==> config.mk <==
export PLATFORM = sky130hd
export DESIGN_NAME = pingpong_buffer_flat
export DESIGN_NICKNAME = d
export VERILOG_FILES = /design/src/rtl/pingpong_buffer_if.sv /design/src/rtl/pingpong_buffer.sv /design/src/flat_wrapper.sv
export SDC_FILE = /design/constraint.sdc
export NUM_CORES = 1
export LEC_CHECK = 0
export ABC_CLOCK_PERIOD_IN_PS = 2950
export CAP_MARGIN = 20
export CORE_ASPECT_RATIO = 1.25
export CORE_UTILIZATION = 43
export CTS_CLUSTER_DIAMETER = 120
export DETAILED_ROUTE_END_ITERATION = 8
export PLACE_DENSITY = 0.81
export SYNTH_ARGS = -nofsm -noshare
export SYNTH_HDL_FRONTEND = slang
export SYNTH_SLANG_ARGS = --single-unit
==> constraint.sdc <==
create_clock -name Clk -period 2.95 [get_ports Clk]
set_input_delay 0.59 -clock Clk [delete_from_list [all_inputs] [get_ports Clk]]
set_output_delay 0.59 -clock Clk [all_outputs]
set_load 0.01 [all_outputs]
==> src/rtl/pingpong_buffer_if.sv <==
// Handshake bundle between a producer/consumer pair and the ping-pong buffer.
// The master side drives writes and consumes the head; the slave is the buffer.
interface pingpong_buffer_if #(
    parameter int DATAWIDTH = 8
);
    logic [DATAWIDTH-1:0] in_data;
    logic                 in_valid;
    logic                 in_ready;
    logic [DATAWIDTH-1:0] a;
    logic [DATAWIDTH-1:0] b;
    logic                 sel;
    logic                 out_valid;
    logic                 out_ready;
    logic [1:0]           count;

    modport master (
        output in_data, in_valid, out_ready,
        input  in_ready, a, b, sel, out_valid, count
    );

    modport slave (
        input  in_data, in_valid, out_ready,
        output in_ready, a, b, sel, out_valid, count
    );
endinterface

==> src/rtl/pingpong_buffer.sv <==
// Two-entry ping-pong buffer feeding a 2:1 mux: banks alternate on write,
// sel points at the oldest unread bank. All outputs decode registered state.
module pingpong_buffer #(
    parameter int DATAWIDTH = 8
) (
    input logic              Clk,
    input logic              Rst,
    pingpong_buffer_if.slave bus
);
    logic [DATAWIDTH-1:0] bank_a;
    logic [DATAWIDTH-1:0] bank_b;
    logic                 wr_ptr;
    logic                 rd_ptr;
    logic                 full_a;
    logic                 full_b;
    logic                 ready;
    logic                 valid;
    logic                 push;
    logic                 pop;

    always_comb begin
        ready = wr_ptr ? ~full_b : ~full_a;
        valid = rd_ptr ? full_b : full_a;
        push  = bus.in_valid & ready;
        pop   = valid & bus.out_ready;
    end

    // A push and a pop firing together always target different banks, so the
    // set and clear terms of each full flag are mutually exclusive.
    always_ff @(posedge Clk) begin
        if (Rst) begin
            bank_a <= '0;
            bank_b <= '0;
            wr_ptr <= 1'b0;
            rd_ptr <= 1'b0;
            full_a <= 1'b0;
            full_b <= 1'b0;
        end else begin
            if (push) begin
                if (wr_ptr) bank_b <= bus.in_data;
                else        bank_a <= bus.in_data;
                wr_ptr <= ~wr_ptr;
            end
            if (pop) rd_ptr <= ~rd_ptr;
            full_a <= (full_a & ~(pop & ~rd_ptr)) | (push & ~wr_ptr);
            full_b <= (full_b & ~(pop &  rd_ptr)) | (push &  wr_ptr);
        end
    end

    always_comb begin
        bus.in_ready  = ready;
        bus.out_valid = valid;
        bus.sel       = rd_ptr;
        bus.a         = bank_a;
        bus.b         = bank_b;
        bus.count     = {1'b0, full_a} + {1'b0, full_b};
    end
endmodule

==> src/flat_wrapper.sv <==
// flat-port wrapper written by rule: the top's interface ports become plain ports
module pingpong_buffer_flat 
#(
    parameter int DATAWIDTH = 8
)
  (Clk, Rst, bus_in_data, bus_in_valid, bus_out_ready, bus_in_ready, bus_a, bus_b, bus_sel, bus_out_valid, bus_count);
  pingpong_buffer_if #(.DATAWIDTH(DATAWIDTH)) bus_i ();
  input logic Clk;
  input logic Rst;
  input wire logic [$bits(bus_i.in_data)-1:0] bus_in_data;
  input wire logic [$bits(bus_i.in_valid)-1:0] bus_in_valid;
  input wire logic [$bits(bus_i.out_ready)-1:0] bus_out_ready;
  output wire logic [$bits(bus_i.in_ready)-1:0] bus_in_ready;
  output wire logic [$bits(bus_i.a)-1:0] bus_a;
  output wire logic [$bits(bus_i.b)-1:0] bus_b;
  output wire logic [$bits(bus_i.sel)-1:0] bus_sel;
  output wire logic [$bits(bus_i.out_valid)-1:0] bus_out_valid;
  output wire logic [$bits(bus_i.count)-1:0] bus_count;
  assign bus_i.in_data = bus_in_data;
  assign bus_i.in_valid = bus_in_valid;
  assign bus_i.out_ready = bus_out_ready;
  assign bus_in_ready = bus_i.in_ready;
  assign bus_a = bus_i.a;
  assign bus_b = bus_i.b;
  assign bus_sel = bus_i.sel;
  assign bus_out_valid = bus_i.out_valid;
  assign bus_count = bus_i.count;
  pingpong_buffer #(.DATAWIDTH(DATAWIDTH)) u_core (.Clk(Clk), .Rst(Rst), .bus(bus_i));
endmodule
==> flow_summary.toml <==
[timing]
skew_ns = 0.0102
max-slew-margin-rel_pct = 52.5
period_needed_ns = 2.12
min_period_over_period_pct = 72.0
worst_slew_pin_slew_ns = 0.710
slew_viol_final = 0
hold_viol_final = 0
setup_tns_ns = 0
fmaxAchievable_mhz = 471
finalWorstSetupSlack_ns = 0.827
finalSetupViolations = 0
rsz0062_at_grt = "no"

[clock_network]
clk_pin_slew_worst_paths_ns = 0.09
post_cts_buffers = 0
numCtsBuffers = 3
cts-resized-gates = 0
cts_max_level = 1
holdBufCountCts = 0
cts_tree = "yes"
cts_max_path_buffers = 2
cts_sinks = 20
clock-root-buffer = "clkbuf_4"
clk_latency_ns = 0.29

[floorplanning]
io_pins = 33
core_um2 = 1620
start_util_pct = 47.4
die_area_um2 = 1960
die_h_um = 49.3
rows = 16
die_w_um = 39.8

[logic_synthesis]
ys_warn_count = 0
ys_ff_latch = 20
ys_types = 18
synth_nets = 104
synth_area_um2 = 768
synth.avg_cell_area_um2 = 8.44
syn-instance-count = 91
ys_seq_area_share_pct = 52.1

[global_route]
gr-max-usage-layer = "met2"
grt.overflow.total = 0
grt_pass1_vias = 576
grtUsageMet3_pct = 2.74
grt_max_degree = 21
grtUsageTotal_pct = 17.8
grt_first_pass_wirelength_um = 2490
use_met2_pct = 27.3
antenna_found_initial = 0
use_met1_pct = 24.4

[drt]
vias = 697
drtPass1Iterations = 4
ant_nets = 0
post_drt_wl_per_cell_um = 11.6
routed_wl_um = 1620
viasPerCell = 5.01
drt_iter0_drc = 6
post-route-drc-count = 0

[cells_and_area]
antenna_cells = 0
final_common_cell = "nand2_1"
multi_input_area_um2 = 325
seq_area_um2 = 400
nets = 136
nFillCells = 143
syn2layout_area_growth_pct = 43.0
drive_gt1_share_pct = 5.79
mostFrequentLayoutCells = "nand2_1, clkdlybuf4s50_1, dfxtp_1, a21oi_1, clkbuf_4"

[worst_setup_path]
regToRegSetupSlack_ns = 1.68
worstSetupEndpoint = "bus_out_valid"
crit_arrival_ns = 1.53
worst_setup_path_end_kind = "primary output"
worst_setup_path_start_kind = "register"
r2r_end = "u_core.bus.a[4]"
startpoint = "u_core.bus.sel"
crit-reg2reg-launch = "u_core.full_a"
crit_required_ns = 2.36
r2r_cells = 3
cp_max_fo = 6
crit_type = "reg -> out"

[pwr]
leakage_nw = 0.399
powerDensity_nw_per_um2 = 475
peakVddDrop_mv = 0.385

[hold_path]
min_path_type = "reg -> reg"
min-delay-start = "u_core.bus.b[5]"

[flow_run]
maxCapViolCount = 0

[place]
place_ws_ns = 0.962
io_buffers = 32
hpwl_um = 1160
place.gp.congestion = 0.759

[status]
status = "completed"
sequential cells by signal, summed over array words and instances, names as in the netlist:
signal          flops
u_core.full_a       1
u_core.bus.sel      1
u_core.bus.b        8
u_core.wr_ptr       1
u_core.bus.a        8
u_core.full_b       1
synth_stat cells:
| library cell | number | area share (%) |
|---|---|---|
| ha_1 | 1 | 1.6 |
| a311oi_1 | 1 | 1.1 |
| buf_2 | 1 | 0.65 |
| a21oi_1 | 18 | 12 |
| inv_1 | 2 | 0.98 |
| clkbuf_1 | 2 | 0.98 |
| o21ai_0 | 2 | 1.3 |
| nand3b_1 | 1 | 0.98 |
| mux2_2 | 1 | 1.5 |
| a21oi_2 | 2 | 2.3 |
| dfxtp_1 | 20 | 52 |
| nor3b_2 | 1 | 1.6 |
| buf_6 | 2 | 2.9 |
| and3b_1 | 1 | 1.1 |
| mux2i_1 | 1 | 1.3 |
| nand2_1 | 33 | 16 |
| or3b_1 | 1 | 1.1 |
| nor2_1 | 1 | 0.49 |
cell families after synthesis:
group | synth area share, %
flip-flops | 52.1
adder cells (fa/ha/maj) | 1.63
buffers and inverters | 5.54
AND/OR/NAND/NOR | 21.5
multiplexers | 2.77
AO/OA/AOI/OAI | 16.5
power breakdown:
group	leakage [nW]	total, W	switching [W]	internal, W
Sequential	0.163	0.000299	0.0000130	0.000286
Clock	0.0138	0.000121	0.0000739	0.0000474
Combinational	0.222	0.000102	0.0000452	0.0000570
routing by layer:
metal | vias up | part of all wire (%)
met1 | 314 | 45
li1 | 362 | -
met5 | - | 0
met4 | 0 | 0.87
met3 | 2 | 4.8
met2 | 19 | 49
stage by stage:
step           instances  hold slack (ns)  utilization, %  power [W]  area (um^2)
2_1_floorplan         91            0.481               -   0.000355          768
3_3_place_gp         136            0.441            66.4   0.000406         1080
3_5_place_dp         136            0.445            66.4   0.000407         1080
4_1_cts              139            0.460            67.7   0.000525         1100
5_1_grt              139            0.480            67.7   0.000547         1100
6_report             139            0.457            67.7   0.000522         1100
critical path, cell delays in order, from the launching register on:
cell and delay, ns:
dfxtp_1 0.43, mux2_2 0.35, clkdlybuf4s50_1 0.47
worst min-delay path by stage:
stage | endpoint | slack [ns] | cells past startpoint
floorplan | u_core.bus.a[0] | 0.48 | 2
global placement | u_core.bus.b[7] | 0.44 | 2
detailed placement | u_core.bus.b[7] | 0.45 | 2
CTS | u_core.bus.b[7] | 0.46 | 2
global route | u_core.bus.b[7] | 0.48 | 2
finish | u_core.bus.b[5] | 0.46 | 2
layout make-up:
| cell class | count | share of cell area [%] |
|---|---|---|
| sequential | 20 | 36.4 |
| multi-input combinational | 64 | 29.6 |
| timing repair buffer | 32 | 29.2 |
| clock buffer | 3 | 2.05 |
| tap | 18 | 2.05 |
| inverter | 2 | 0.683 |
Note: power is estimated with default switching activity, not from simulation.
